$ cat src/rtl/spi_pkg.sv
// Shared definitions for the SPI slave stream block: FSM states and SPI mode codes.
package spi_pkg;

  typedef enum logic {
    IDLE   = 1'b0,
    ACTIVE = 1'b1
  } state_t;

  // SPI mode codes as {CPOL, CPHA}
  localparam logic [1:0] MODE0 = 2'b00;
  localparam logic [1:0] MODE1 = 2'b01;
  localparam logic [1:0] MODE2 = 2'b10;
  localparam logic [1:0] MODE3 = 2'b11;

endpackage

$ cat src/rtl/spi_sync_edge.sv
// Multi-stage input synchroniser with rise/fall pulse detection.
// Edge pulses are held off until the chain holds only post-reset samples,
// so a line already low when reset releases never looks like a falling edge.
module spi_sync_edge #(
  parameter int   STAGES    = 2,
  parameter logic RESET_VAL = 1'b0
) (
  input  logic clk,
  input  logic rst,
  input  logic din,
  output logic level,
  output logic rise,
  output logic fall
);

  logic [STAGES-1:0] chain;
  logic              prev;
  logic [STAGES:0]   primed;

  // Shift the input through the synchroniser and keep the previous synchronised sample
  always_ff @(posedge clk) begin
    if (rst) begin
      chain  <= {STAGES{RESET_VAL}};
      prev   <= RESET_VAL;
      primed <= '0;
    end else begin
      chain  <= {chain[STAGES-2:0], din};
      prev   <= chain[STAGES-1];
      primed <= {primed[STAGES-1:0], 1'b1};
    end
  end

  assign level = chain[STAGES-1];
  assign rise  = primed[STAGES] & level & ~prev;
  assign fall  = primed[STAGES] & ~level & prev;

endmodule

$ cat src/rtl/spi_slave_stream.sv
// SPI slave with configurable word width, mode and bit order. Supports
// back-to-back words inside one ssel frame with a one-deep TX holding register.
module spi_slave_stream
  import spi_pkg::*;
#(
  parameter int DATA_W      = 8,
  parameter int CPOL        = 0,
  parameter int CPHA        = 0,
  parameter int MSB_FIRST   = 1,
  parameter int SYNC_STAGES = 2
) (
  input  logic              clk,
  input  logic              rst,
  input  logic              sclk,
  input  logic              mosi,
  input  logic              ssel,
  output logic              miso,
  output logic              miso_oe,
  input  logic [DATA_W-1:0] tx_data,
  input  logic              tx_valid,
  output logic              tx_ready,
  output logic [DATA_W-1:0] rx_data,
  output logic              rx_valid,
  output logic              rx_overrun,
  output logic              tx_underrun
);

  localparam int         CNT_W       = $clog2(DATA_W);
  localparam logic [1:0] MODE        = {CPOL != 0, CPHA != 0};
  localparam logic       SAMPLE_RISE = (MODE == MODE0) || (MODE == MODE3);

  state_t            state;
  logic [CNT_W-1:0]  bit_cnt;
  logic [DATA_W-1:0] hold_data;
  logic              hold_full;
  logic [DATA_W-1:0] tx_shift;
  logic [DATA_W-1:0] rx_shift;
  logic [DATA_W-1:0] rx_next;
  logic              reload_pend;

  logic sclk_rise, sclk_fall;
  logic ssel_rise, ssel_fall;
  logic mosi_lvl;
  logic sample_edge, drive_edge;
  logic load_now, ld_empty;
  logic [DATA_W-1:0] ld_word;

  spi_sync_edge #(.STAGES(SYNC_STAGES), .RESET_VAL(1'b0)) u_sync_sclk (
    .clk(clk), .rst(rst), .din(sclk), .level(), .rise(sclk_rise), .fall(sclk_fall)
  );

  spi_sync_edge #(.STAGES(SYNC_STAGES), .RESET_VAL(1'b1)) u_sync_ssel (
    .clk(clk), .rst(rst), .din(ssel), .level(), .rise(ssel_rise), .fall(ssel_fall)
  );

  spi_sync_edge #(.STAGES(SYNC_STAGES), .RESET_VAL(1'b0)) u_sync_mosi (
    .clk(clk), .rst(rst), .din(mosi), .level(mosi_lvl), .rise(), .fall()
  );

  function automatic logic first_bit(input logic [DATA_W-1:0] w);
    return (MSB_FIRST != 0) ? w[DATA_W-1] : w[0];
  endfunction

  function automatic logic [DATA_W-1:0] advance(input logic [DATA_W-1:0] w);
    return (MSB_FIRST != 0) ? (w << 1) : (w >> 1);
  endfunction

  assign tx_ready = ~hold_full;

  // Edge roles per mode, next RX word, and the word a shift-register load would take
  always_comb begin
    sample_edge = SAMPLE_RISE ? sclk_rise : sclk_fall;
    drive_edge  = SAMPLE_RISE ? sclk_fall : sclk_rise;
    if (MSB_FIRST != 0) rx_next = {rx_shift[DATA_W-2:0], mosi_lvl};
    else                rx_next = {mosi_lvl, rx_shift[DATA_W-1:1]};
    // A word offered in the same cycle as an empty-register load bypasses the holding register
    ld_empty = ~hold_full & ~tx_valid;
    if (hold_full)     ld_word = hold_data;
    else if (tx_valid) ld_word = tx_data;
    else               ld_word = '0;
    load_now = ((state == IDLE) && ssel_fall) ||
               ((state == ACTIVE) && !ssel_rise && drive_edge && reload_pend);
  end

  // Frame FSM, TX holding register, shift registers and output pulses
  always_ff @(posedge clk) begin
    if (rst) begin
      state       <= IDLE;
      bit_cnt     <= '0;
      miso        <= 1'b0;
      miso_oe     <= 1'b0;
      rx_data     <= '0;
      rx_valid    <= 1'b0;
      rx_overrun  <= 1'b0;
      tx_underrun <= 1'b0;
      hold_data   <= '0;
      hold_full   <= 1'b0;
      tx_shift    <= '0;
      rx_shift    <= '0;
      reload_pend <= 1'b0;
    end else begin
      rx_valid    <= 1'b0;
      rx_overrun  <= 1'b0;
      tx_underrun <= 1'b0;

      if (hold_full) begin
        if (load_now) hold_full <= 1'b0;
      end else if (tx_valid && !load_now) begin
        hold_data <= tx_data;
        hold_full <= 1'b1;
      end

      case (state)
        IDLE: begin
          if (ssel_fall) begin
            state       <= ACTIVE;
            miso_oe     <= 1'b1;
            bit_cnt     <= '0;
            reload_pend <= 1'b0;
            rx_shift    <= '0;
            tx_underrun <= ld_empty;
            if (CPHA == 0) begin
              miso     <= first_bit(ld_word);
              tx_shift <= advance(ld_word);
            end else begin
              miso     <= 1'b0;
              tx_shift <= ld_word;
            end
          end
        end
        ACTIVE: begin
          if (ssel_rise) begin
            state       <= IDLE;
            miso_oe     <= 1'b0;
            miso        <= 1'b0;
            bit_cnt     <= '0;
            reload_pend <= 1'b0;
          end else begin
            if (sample_edge) begin
              rx_shift <= rx_next;
              if (bit_cnt == CNT_W'(DATA_W - 1)) begin
                bit_cnt     <= '0;
                rx_data     <= rx_next;
                rx_valid    <= 1'b1;
                rx_overrun  <= rx_valid;
                reload_pend <= 1'b1;
              end else begin
                bit_cnt <= bit_cnt + CNT_W'(1);
              end
            end
            if (drive_edge) begin
              if (reload_pend) begin
                miso        <= first_bit(ld_word);
                tx_shift    <= advance(ld_word);
                reload_pend <= 1'b0;
                tx_underrun <= ld_empty;
              end else begin
                miso     <= first_bit(tx_shift);
                tx_shift <= advance(tx_shift);
              end
            end
          end
        end
        default: state <= IDLE;
      endcase
    end
  end

endmodule

$ cat config.mk
export PLATFORM = sky130hd
export DESIGN_NAME = spi_slave_stream
export DESIGN_NICKNAME = d
export VERILOG_FILES = /design/src/rtl/spi_pkg.sv /design/src/rtl/spi_sync_edge.sv /design/src/rtl/spi_slave_stream.sv
export SDC_FILE = /design/constraint.sdc
export NUM_CORES = 1
export LEC_CHECK = 0
export ABC_AREA = 1
export CORE_ASPECT_RATIO = 1.5
export CORE_MARGIN = 4
export CORE_UTILIZATION = 40
export CTS_CLUSTER_SIZE = 30
export DETAILED_ROUTE_END_ITERATION = 8
export GPL_ROUTABILITY_DRIVEN = 0
export PLACE_DENSITY = 0.67
export SYNTH_ARGS = -nofsm -noshare
export SYNTH_HDL_FRONTEND = slang
export SYNTH_SLANG_ARGS = --single-unit
$ cat constraint.sdc
create_clock -name clk -period 1.6 [get_ports clk]
set_input_delay 0.32 -clock clk [delete_from_list [all_inputs] [get_ports clk]]
set_output_delay 0.32 -clock clk [all_outputs]
set_load 0.05 [all_outputs]
==> results of run 1 <==
[layer usage]
metal / up-vias / routed length [um]
li1: 1003 / -
met1: 853 / 1860
met4: 0 / 97
met5: - / 0
met3: 8 / 199
met2: 45 / 2360
[power by group through the flow]
stage | clock network, mW | logic, mW | registers [mW]
after floorplan | 0 | 0.133 | 1.37
after global placement | 0 | 0.214 | 1.38
after detailed placement | 0 | 0.216 | 1.38
after CTS | 0.779 | 0.217 | 1.35
after global routing | 0.842 | 0.242 | 1.35
final | 0.756 | 0.214 | 1.35
[sequential cells by signal (all words and copies together), names as in the netlist, 2 cells and up]
register and count:
bit_cnt 3, hold_data 8, rx_data 8, rx_shift 7, tx_shift 7, u_sync_mosi.chain 2
u_sync_sclk.chain 2, u_sync_ssel.chain 2, u_sync_ssel.primed 3
[final cells by class]
cell class	count	area (sq um)	area share (%)
Clock buffer	8	90.1	3.43
Inverter	38	143	5.43
Multi-Input combinational cell	193	925	35.2
Sequential cell	52	1040	39.6
Tap cell	68	85.1	3.24
Timing Repair Buffer	38	343	13.1
[critical path, stage by stage, from the launching register on]
cell,delay (ps)
dfxtp_1,370
ha_1,160
ha_1,170
inv_1,50
nor2_1,120
nand2_2,110
buf_4,170
o21ai_0,150
nor2_1,50
[placed cells by master, fill, tap and decap left out, types with 3 or more instances in the layout]
master	count
nor3_1	3
nor2_1	60
inv_2	3
nand2_2	5
inv_1	35
clkdlybuf4s50_1	13
buf_4	23
o21ai_0	17
clkbuf_8	6
nand4_1	16
a21oi_1	25
dfxtp_1	52
nand2_1	49
[path summary, 6_finish.rpt]
check	end	depth (start not counted)	start	slack [ps]
setup / recovery	rx_data[2]	8	bit_cnt[0]	140
hold / removal	u_sync_ssel.primed[2]	2	u_sync_ssel.primed[1]	410
setup reg to reg	rx_data[2]	8	bit_cnt[0]	140
hold reg to reg	u_sync_ssel.primed[2]	2	u_sync_ssel.primed[1]	410
[stage by stage]
stage | hold slack [ps] | instances
after floorplan | 388 | 293
after global placement | 392 | 389
after detailed placement | 393 | 389
after CTS | 411 | 397
after global routing | 422 | 397
final | 407 | 397
[logic make-up (layout without fill, tap and decap cells)]
kind of cell	Yosys count	after routing	synth area share, %
AO/OA/AOI/OAI	44	44	10.3
adder cells (fa/ha/maj)	2	2	1.16
flip-flops	52	52	48.2
buffers and inverters	48	84	9.10
AND/OR/NAND/NOR	147	147	31.2
==> results.sh, run 1 <==
export IMPL_numCtsBuffers=5
export IMPL_drtPass1Iterations=4
export IMPL_period_share_pct=91.3
export IMPL_ctsResizeCount=0
export IMPL_synth_area_top_cells="dfxtp_1 (48%), nor2_1 (10%), nand2_1 (8.7%), inv_1 (6.1%), a21oi_1 (5.8%)"
export IMPL_vias_per_cell=4.81
export IMPL_clkPwrFrac_pct=32.6
export IMPL_yosys_cell_types_count=23
export IMPL_startpoint_type="flop"
export IMPL_rows=32
export IMPL_ant_nets=0
export IMPL_grt_max_degree=17
export IMPL_vdd_drop_max_mv=0.399
export IMPL_finalWorstSetupSlack_ps=140
export IMPL_synth_top_cell_area_share_pct=48.2
export IMPL_hold_viol=0
export IMPL_seqPwrFrac_pct=58.2
export IMPL_grt_ovfl_total=0
export IMPL_synthTopCellsByCount="nor2_1 (60), dfxtp_1 (52), nand2_1 (50)"
export IMPL_critPathKind="reg -> reg"
export IMPL_p_total_mw=2.32
export IMPL_power_switching_mw=0.541
export IMPL_grt_busiest_layer="met2"
export IMPL_initial_core_util_pct=41.5
export IMPL_synth_top_area_cell="dfxtp_1"
export IMPL_final_cell_area_sq_um=2630
export IMPL_synth_main_ff_cell="dfxtp_1"
export IMPL_outcome="complete, no violations"
export IMPL_ios=28
export IMPL_clk_latency_ps=300
export IMPL_syn_area_per_cell_sq_um=7.37
export IMPL_dieArea_sq_um=6660
export IMPL_power_frac_comb_pct=9.2
export IMPL_power_density_nw_per_um2=884
export IMPL_grt_setup_unrepaired="no"
export IMPL_grtUsageTotal_pct=14.7
export IMPL_slew_headroom_pct=76.0
export IMPL_ys_ff_latch=52
export IMPL_cts_root_buf="clkbuf_8"
export IMPL_wirelength_mm=4.51
export IMPL_p_int_mw=1.78
export IMPL_ys_seq_area_share_pct=48.2
export IMPL_skew_ps=7.21
export IMPL_setup_violations=0
export IMPL_post_route_util_pct=50.5
export IMPL_p_leak_nw=1.20
export IMPL_slew_viol_final=0
export IMPL_dr_first_iter_drc_count=66
export IMPL_cts_tree="done"
export IMPL_placed_area_sq_um=2530
export IMPL_syn_nets=309
export IMPL_swShare_pct=23.3
export IMPL_synthArstFlopShare_pct=0
export IMPL_met2_usage_pct=25.3
export IMPL_maxCapViolCount=0
export IMPL_yosys_warnings=0
export IMPL_arrival_ps=1660
export IMPL_path_clk_slew_ps=90
export IMPL_fin_tns_setup_ps=0
export IMPL_die_h_um=98.0
export IMPL_n_fill_cell=542
export IMPL_die_w_um=68.0
export IMPL_hpwlAfterDp_mm=3.39
export IMPL_cts_setup_buffers=0
export IMPL_synth_edf_count=0
export IMPL_critPathCaptureType="flop"
export IMPL_antenna_found_initial=0
export IMPL_wl_per_cell_um=11.4
export IMPL_path_max_fanout=7
export IMPL_layout_drive_gt1_share_pct=14.6
export IMPL_fin_crit_ps=1460
export IMPL_syn_inst=293
export IMPL_ctsHoldBuffers=0
export IMPL_nets=344
export IMPL_synth_area_sq_um=2160
export IMPL_cts_max_level=2
export IMPL_gr_usage_met3_pct=2.99
export IMPL_hold_path_class="reg -> reg"
export IMPL_fmax_ghz=0.685
export IMPL_use_met1_pct=16.3
export IMPL_clock_sinks=52
export IMPL_grt_pass1_vias=1810
export IMPL_dp_slack_ps=24.8
export IMPL_coreArea_sq_um=5200
export IMPL_grt_pass1_wl_mm=7.67
export IMPL_cts_buffer_depth=2
export IMPL_routed_via_count=1909
export IMPL_port_buffers=27
export IMPL_drc=0
export IMPL_cp_data_required_time_ps=1800
export IMPL_worst_pin_slew_ps=357
export IMPL_areaGrowthSynthToFinish_pct=21.6
export IMPL_synth_most_common_cell="nor2_1"
export IMPL_diodes=0
No activity file was read; power rests on OpenSTA's default activity.
==> inputs of run 2 (changes only) <==
- CORE_UTILIZATION: 40 -> 54
- PLACE_DENSITY: 0.67 -> 0.84
==> results.sh, run 2 (synthesis gave the netlist of run 1 again) <==
export IMPL_outcome="complete, no violations"
export IMPL_grt_setup_unrepaired="no"
export IMPL_grt_ovfl_total=0
export IMPL_ios=28
export IMPL_grtUsageTotal_pct=17.4
export IMPL_port_buffers=27
export IMPL_numCtsBuffers=5
export IMPL_vias_per_cell=5.04
export IMPL_grt_max_degree=25
export IMPL_diodes=0
export IMPL_multiInputGateArea_sq_um=922
export IMPL_skew_ps=4.21
export IMPL_seq_area_sq_um=1040
export IMPL_startpoint_type="flop"
export IMPL_slew_viol_final=0
export IMPL_grt_pass1_wl_mm=6.91
export IMPL_ant_nets=0
export IMPL_maxCapViolCount=0
export IMPL_cts_tree="done"
export IMPL_p_leak_nw=1.20
export IMPL_fin_crit_ps=1460
export IMPL_die_w_um=59.6
export IMPL_worst_pin_slew_ps=318
export IMPL_antenna_found_initial=0
export IMPL_path_max_fanout=8
export IMPL_cpMostUsedCell="buf_4"
export IMPL_cts_buffer_depth=2
export IMPL_critPathCaptureType="primary output"
export IMPL_rows=27
export IMPL_period_share_pct=91.3
export IMPL_dieArea_sq_um=5100
export IMPL_grt_pass1_vias=1750
export IMPL_slew_headroom_pct=78.5
export IMPL_critPathKind="reg -> out"
export IMPL_cts_max_level=2
export IMPL_p_total_mw=2.44
export IMPL_drc=0
export IMPL_cp_slowest_cell="dfxtp_1"
export IMPL_clk_latency_ps=300
export IMPL_max_stage_delay_ps=400
export IMPL_initial_core_util_pct=57.6
export IMPL_crit_path_cell_trace="buf_4 > inv_1 > buf_4"
export IMPL_final_cell_mix="nor2_1 (60), dfxtp_1 (52), nand2_1 (50)"
export IMPL_coreArea_sq_um=3750
export IMPL_clock_sinks=52
export IMPL_areaGrowthSynthToFinish_pct=20.5
export IMPL_power_density_nw_per_um2=938
export IMPL_dr_first_iter_drc_count=44
export IMPL_setup_violations=0
export IMPL_crit_family="buffers and inverters"
export IMPL_hold_path_class="reg -> reg"
export IMPL_wl_per_cell_um=11.2
export IMPL_cts_setup_buffers=0
export IMPL_wirelength_mm=4.16
export IMPL_vdd_drop_max_mv=0.752
export IMPL_hold_viol=0
export IMPL_nets=343
export IMPL_routed_via_count=1870
export IMPL_drtPass1Iterations=4
export IMPL_fmax_ghz=0.684
export IMPL_path_clk_slew_ps=90
export IMPL_hpwlAfterDp_mm=3.11
export IMPL_ctsHoldBuffers=0
export IMPL_layout_drive_gt1_share_pct=14.3
export IMPL_path_buf_inv=3
export IMPL_reg_top3="hold_data x8, rx_data x8"
export IMPL_final_common_cell="nor2_1"
export IMPL_n_fill_cell=313
export IMPL_arrival_ps=1140
export IMPL_fin_tns_setup_ps=0
export IMPL_cts_root_buf="clkbuf_8"
export IMPL_die_h_um=85.5
export IMPL_ctsResizeCount=0
export IMPL_cp_data_required_time_ps=1280
-- run 2: layer usage --
| layer | GRT usage [%] | vias to the layer above | wire, um | share of wire [%] |
|---|---|---|---|---|
| li1 | - | 996 | - | - |
| met1 | 16.9 | 831 | 1750 | 42 |
| met2 | 32.8 | 38 | 2180 | 52 |
| met3 | 4.57 | 5 | 167 | 4.0 |
| met4 | 7.66 | 0 | 66 | 1.6 |
| met5 | 0 | - | 0 | 0 |
-- run 2: area by class of cell --
class	instances	share of cell area (%)
clock buffers	6	2.79
clock inverters	2	1.35
inverters	38	5.48
multi-input cells	193	35.4
flip-flops and latches	52	40.0
well taps	43	2.07
repair buffers	37	12.9
-- run 2: worst register-to-register path, stage by stage (launching register included) --
cell     delay, ps
dfxtp_1        380
inv_1           80
nand3_1         90
nor2_1          50
inv_2          210
nand2_2        160
nand2_2        160
nand2_1         60
a21oi_1        140
-- run 2: power by group --
part | internal (mW) | leakage (nW) | total (mW) | switching (mW)
registers | 1.33 | 0.424 | 1.35 | 0.0198
clock network | 0.464 | 0.0552 | 0.881 | 0.417
logic | 0.0964 | 0.723 | 0.212 | 0.116
total | 1.89 | 1.20 | 2.44 | 0.552
-- run 2: worst paths after layout --
| path | slack (ps) | end | start | cells past startpoint |
|---|---|---|---|---|
| setup reg to reg | 210 | rx_shift[3] | u_sync_ssel.chain[1] | 8 |
| setup / recovery | 140 | tx_ready | hold_full | 3 |
| hold / removal | 400 | u_sync_sclk.chain[1] | u_sync_sclk.chain[0] | 2 |
| hold reg to reg | 400 | u_sync_sclk.chain[1] | u_sync_sclk.chain[0] | 2 |
-- run 2: through the flow --
stage | hold WS (ps) | instances | area [sq um] | util, % | worst slack, ps
5_1_grt | 421 | 371 | 2600 | 69.4 | 25.5
3_3_place_gp | 389 | 363 | 2490 | 66.5 | 85.5
6_report | 403 | 371 | 2600 | 69.4 | 139
4_1_cts | 411 | 371 | 2600 | 69.4 | 129
2_1_floorplan | 388 | 293 | 2160 | - | 359
3_5_place_dp | 397 | 363 | 2490 | 66.5 | 52.3
